--- src/rtl/w_grf.sv ---
// rtl/w_grf.sv - MIPS writeback stage with 32x32 register file and W->D bypass
module w_grf (
    input  logic        clk,
    input  logic        reset,
    input  logic [31:0] W_PC,
    input  logic [31:0] W_Instr,
    input  logic [31:0] W_ALUresult,
    input  logic [31:0] W_RD,
    input  logic [4:0]  D_rA1,
    input  logic [4:0]  D_rA2,
    output logic [31:0] D_RD1,
    output logic [31:0] D_RD2,
    output logic        W_we,
    output logic [4:0]  W_wa,
    output logic [31:0] W_wd
);
    localparam logic [5:0] OP_RTYPE = 6'h00;
    localparam logic [5:0] OP_JAL   = 6'h03;
    localparam logic [5:0] OP_ADDI  = 6'h08;
    localparam logic [5:0] OP_ANDI  = 6'h0C;
    localparam logic [5:0] OP_ORI   = 6'h0D;
    localparam logic [5:0] OP_LUI   = 6'h0F;
    localparam logic [5:0] OP_LB    = 6'h20;
    localparam logic [5:0] OP_LH    = 6'h21;
    localparam logic [5:0] OP_LW    = 6'h23;
    localparam logic [5:0] OP_LBU   = 6'h24;
    localparam logic [5:0] OP_LHU   = 6'h25;

    logic [5:0]  op;
    logic [5:0]  funct;
    logic [4:0]  rt;
    logic [4:0]  rd;
    logic [7:0]  byte_sel;
    logic [15:0] half_sel;
    logic [9:0]  unused_instr_bits;

    logic [31:0] grf_q [32];
    logic [31:0] grf_d [32];

    assign op    = W_Instr[31:26];
    assign funct = W_Instr[5:0];
    assign rt    = W_Instr[20:16];
    assign rd    = W_Instr[15:11];
    assign unused_instr_bits = {W_Instr[25:21], W_Instr[10:6]};

    always_comb begin
        case (W_ALUresult[1:0])
            2'd0:    byte_sel = W_RD[7:0];
            2'd1:    byte_sel = W_RD[15:8];
            2'd2:    byte_sel = W_RD[23:16];
            default: byte_sel = W_RD[31:24];
        endcase
        half_sel = W_ALUresult[1] ? W_RD[31:16] : W_RD[15:0];
    end

    // W_we is reported before the $0 filter so the hazard unit sees the raw decode.
    always_comb begin
        W_we = 1'b0;
        W_wa = 5'd0;
        W_wd = 32'd0;
        case (op)
            OP_RTYPE: begin
                case (funct)
                    6'h20, 6'h22, 6'h24, 6'h25, 6'h2A, 6'h2B: begin
                        W_we = 1'b1;
                        W_wa = rd;
                        W_wd = W_ALUresult;
                    end
                    default: ;
                endcase
            end
            OP_ADDI, OP_ANDI, OP_ORI, OP_LUI: begin
                W_we = 1'b1;
                W_wa = rt;
                W_wd = W_ALUresult;
            end
            OP_LB: begin
                W_we = 1'b1;
                W_wa = rt;
                W_wd = {{24{byte_sel[7]}}, byte_sel};
            end
            OP_LBU: begin
                W_we = 1'b1;
                W_wa = rt;
                W_wd = {24'd0, byte_sel};
            end
            OP_LH: begin
                W_we = 1'b1;
                W_wa = rt;
                W_wd = {{16{half_sel[15]}}, half_sel};
            end
            OP_LHU: begin
                W_we = 1'b1;
                W_wa = rt;
                W_wd = {16'd0, half_sel};
            end
            OP_LW: begin
                W_we = 1'b1;
                W_wa = rt;
                W_wd = W_RD;
            end
            OP_JAL: begin
                W_we = 1'b1;
                W_wa = 5'd31;
                W_wd = W_PC + 32'd8;
            end
            default: ;
        endcase
    end

    always_comb begin
        grf_d = grf_q;
        if (reset) begin
            for (int i = 0; i < 32; i++) begin
                grf_d[i] = 32'd0;
            end
        end else if (W_we && (W_wa != 5'd0)) begin
            grf_d[W_wa] = W_wd;
        end
    end

    always_ff @(posedge clk) begin
        grf_q <= grf_d;
    end

    // Bypass lets the D stage read a value committed at the end of this cycle.
    always_comb begin
        if (D_rA1 == 5'd0) begin
            D_RD1 = 32'd0;
        end else if (!reset && W_we && (W_wa == D_rA1)) begin
            D_RD1 = W_wd;
        end else begin
            D_RD1 = grf_q[D_rA1];
        end
    end

    always_comb begin
        if (D_rA2 == 5'd0) begin
            D_RD2 = 32'd0;
        end else if (!reset && W_we && (W_wa == D_rA2)) begin
            D_RD2 = W_wd;
        end else begin
            D_RD2 = grf_q[D_rA2];
        end
    end
endmodule

--- config.mk ---
export PLATFORM = sky130hd
export DESIGN_NAME = w_grf
export DESIGN_NICKNAME = d
export VERILOG_FILES = /design/src/rtl/w_grf.sv
export SDC_FILE = /design/constraint.sdc
export NUM_CORES = 2
export LEC_CHECK = 0
export BUFFER_PORTS_ARGS = -buffer_cell sky130_fd_sc_hd__buf_2
export CAP_MARGIN = 20
export CELL_PAD_IN_SITES_DETAIL_PLACEMENT = 0
export CELL_PAD_IN_SITES_GLOBAL_PLACEMENT = 2
export CORE_MARGIN = 5
export CORE_UTILIZATION = 46
export DETAILED_ROUTE_END_ITERATION = 10
export PLACE_DENSITY = 0.94
export REMOVE_ABC_BUFFERS = 1
export SETUP_SLACK_MARGIN = 0.2
export SLEW_MARGIN = 20
export SYNTH_ARGS = -nofsm -noshare
export SYNTH_HDL_FRONTEND = slang
export SYNTH_SLANG_ARGS = --single-unit
--- constraint.sdc ---
create_clock -name clk -period 6.05 [get_ports clk]
set_clock_uncertainty 0.2 [all_clocks]
set_input_delay 0.605 -clock clk [delete_from_list [all_inputs] [get_ports clk]]
set_output_delay 0.605 -clock clk [all_outputs]
set_load 0.1 [all_outputs]
==> summary.md <==
| Metric | Value |
|---|---|
| Status | completed |
| Hold Vio Cnt, Final | 0 |
| Final worst slack | 0.3545 ns |
| EDFF count, synth | 0 |
| Clock power share | between 40% and 50% |
| Max Cap Viol | 0 |
| CP Launch Point | W_Instr[27] |
| Share of post-route cells with drive strength above 1 | 32.79% |
| Antenna-violating nets left | 0 |
| Final worst path period share | between 90 and 100% |
| Commonest non-fill, non-tap cell in the layout | dfxtp_1 |
| Die ar. | approximately 130000 µm² |
| Critical path type | input port to primary output |
| TritonCTS clock tree | built |
| Unrepaired setup endpoints after global routing | false |
| Overall routed net length | just under 200000 µm |
| Root Buffer | clkbuf_16 |
| First-pass GRT wire length | 288100 µm |
| Register area share after synthesis | a little under two fifths |
| Post-Route Utilization | about half |
| Width of the die | ~360 µm |
| Vias | about 43000 |
| Top_reg_cell synth | dfxtp_1 |
| Mapped cell area | between 50000 and 60000 µm² |
| Switching pwr | about 3.9 mW |
| Startpoint types | input port |
| Worst endpoint required time | between 5 and 6 ns |
| Sum Neg Setup Slack | 0 ns |
| Min-delay src | W_ALUresult[16] |
| Slowest cell on crit path | a211oi_1 |
| CTS clk-pin slew, worst paths | approximately 0.07 ns |
| DRC violations left | 0 |
| Cell Chain, Critical Path | buf_2 -> or4b_4 -> nor3_4 -> nand3_1 -> o221ai_1 -> and4_2 -> a221oi_1 -> a211oi_1 -> buf_2 |
| Async SR Flop Fraction | 0% |
| IO Count | ~240 |
| Synth Warn # | 0 |
| Synth Register Bits | around 1000 |
| Core Box Area | between 100000 and 150000 µm² |
| Largest net degree at the start of global routing | ~190 |
| Pins Over Slew Limit | 0 |
| Synth cell types | 64 |
| Vias in the first global route | 42960 |
| Starting Density | 46.32% |
| Endpoint type of the worst setup path | primary output |
| Hold Path Class | input port to register |
| # clock sinks | roughly 1000 |
| Fillers | around 10000 |
| Leakage | just under 20 nW |
| Worst Path Arrival | between 4 and 5 ns |
| Max clock buf depth | 3 |
| Min cycle time layout | between 5 and 6 ns |
| DP Wirelength | 117500 µm |
| Slew @ Worst Pin | roughly 1.2 ns |
| Post_cts resized | 0 |
| FF-to-FF Start | grf_q[129]$_SDFFE_PP0P_ |
| Vert. Die Dim | 355.1 µm |
| IO buf count | approximately 230 |
| Global Route Usage Sum | a little under a third |
| Placed cell count | 6184 |
| Skew-Pair Late Insertion Delay | slightly below 0.7 ns |
| Crit-path most repeated cell | buf_2 |
| Routed wire per std cell | 30.71 µm |
| Initial DRC Count | 5444 |
| Rows | about 130 |
| Comb pwr share | ~10% |
| CP max stage delay | between 0.7 and 0.8 ns |
| DR vias/cell | about 7 |
| Synth Area per Inst | around 11 µm² |
| DRT Pass-1 Iters | 8 |
| Biggest regs | grf_q x1024 |
| CP max FO | 17 |
| Post-CTS Setup Repair Bufs | 0 |
| Final Power | 15.22 mW |
| Setup WS pre-CTS | 0.3702 ns |
| Power density cells | 247.7 nW/µm² |
| Cell Area, Placed | a little under 60000 µm² |
| Biggest register | grf_q |
| Synth-to-Final Area Change | 12.20% |
| Internal power | around 11 mW |
| Fin nets | just under 5000 |
| Cell area after layout | between 60000 and 70000 µm² |
| Seq pwr share | approximately 45% |
| Synthesized instance count | 4868 |
| Setup Viol. Count Final | 0 |
| Sw Share | between 20% and 30% |
| H-tree depth | 3 |
| Gp weighted congestion | 0.8948 |
| Hold WS | roughly 0.18 ns |
| Initial antenna violation count | 15 |
| GRT overflow | 0 |
| Most frequent cells in the layout | dfxtp_1, nor2_1, a211oi_1 |
| FMAX | between 150 and 200 MHz |
| Max-slew headroom | between 20% and 30% |
| Hold_buf cts | 0 |
| Finished Layout Cells | 6389 |
| Max reg flops | just over 1000 |
| Total CTS buffers | 106 |
| Peak VDD IR | ~0.22 mV |
[path summary, 6_finish.rpt]
kind                                    to  slack [ns]  cells past startpoint
setup / recovery                  D_RD2[0]        0.35                      9
hold / removal     grf_q[400]$_SDFFE_PP0P_        0.18                      3
hold reg to reg   grf_q[1001]$_SDFFE_PP0P_        0.28                      1
setup reg to reg   grf_q[129]$_SDFFE_PP0P_        5.05                      2
[cells in the mapped netlist, drive strengths merged, types with 10 or more instances]
| master | instances | area [µm²] |
|---|---|---|
| nand3 | 19 | 100.1 |
| nor3 | 14 | 151.4 |
| nand4 | 14 | 87.58 |
| a211oi | 1064 | 9259 |
| xnor2 | 15 | 131.4 |
| nor2b | 36 | 225.2 |
| nand2 | 36 | 137.6 |
| o21ai | 12 | 60.05 |
| a221oi | 81 | 709.4 |
| clkbuf | 458 | 1719 |
| and3 | 19 | 118.9 |
| and4 | 10 | 90.09 |
| a21oi | 75 | 375.4 |
| and2 | 70 | 437.9 |
| mux4 | 648 | 14590 |
| inv | 42 | 162.6 |
| buf | 170 | 1046 |
| nor4 | 24 | 480.5 |
| dfxtp | 1024 | 20500 |
| nor2 | 948 | 3566 |
| a22oi | 11 | 82.58 |
| xor2 | 12 | 105.1 |
[layout make-up]
cell class / instances / area, µm² / share of cell area [%]
multi-input cells: 3174 / 31940 / 51.98
clock buffers: 159 / 3186 / 5.184
clock inverters: 36 / 454.2 / 0.7391
inverters: 42 / 172.7 / 0.2810
well taps: 1536 / 1922 / 3.127
flip-flops and latches: 1024 / 20500 / 33.36
diodes: 10 / 25.02 / 0.04072
repair buffers: 408 / 3253 / 5.294
[power groups by stage]
| stage | combinational, mW | clock (mW) | sequential [mW] |
|---|---|---|---|
| after floorplan | 0.695 | 0 | 6.98 |
| after global placement | 1.49 | 0 | 6.98 |
| after detailed placement | 1.49 | 0 | 6.99 |
| after CTS | 1.50 | 6.92 | 6.84 |
| after global routing | 1.58 | 7.19 | 6.84 |
| final | 1.53 | 6.86 | 6.84 |
[logic make-up after synthesis]
family	synth area share (%)
adders and majority gates	0.02284
xor gates and xnor gates	0.4318
AOI/OAI and AO/OA	19.99
buffers and inverters	5.346
DFF	37.43
and+or+nand+nor	10.07
muxes	26.71
[layer usage]
metal / wire length [µm] / GRT usage (%) / vias up
met5: 59 / 0 / -
met4: 6917 / 9.498 / 8
met3: 25930 / 11.09 / 481
met2: 85990 / 46.02 / 2428
met1: 77320 / 40.92 / 21830
li1: - / - / 18710
[worst max-delay path, delay by kind of cell]
family,cells,cell delay (ns)
buffers and inverters,2,0.76
AND/OR/NAND/NOR,4,2.26
AO/OA/AOI/OAI,3,1.24
Power figures use the tool's default switching activity.
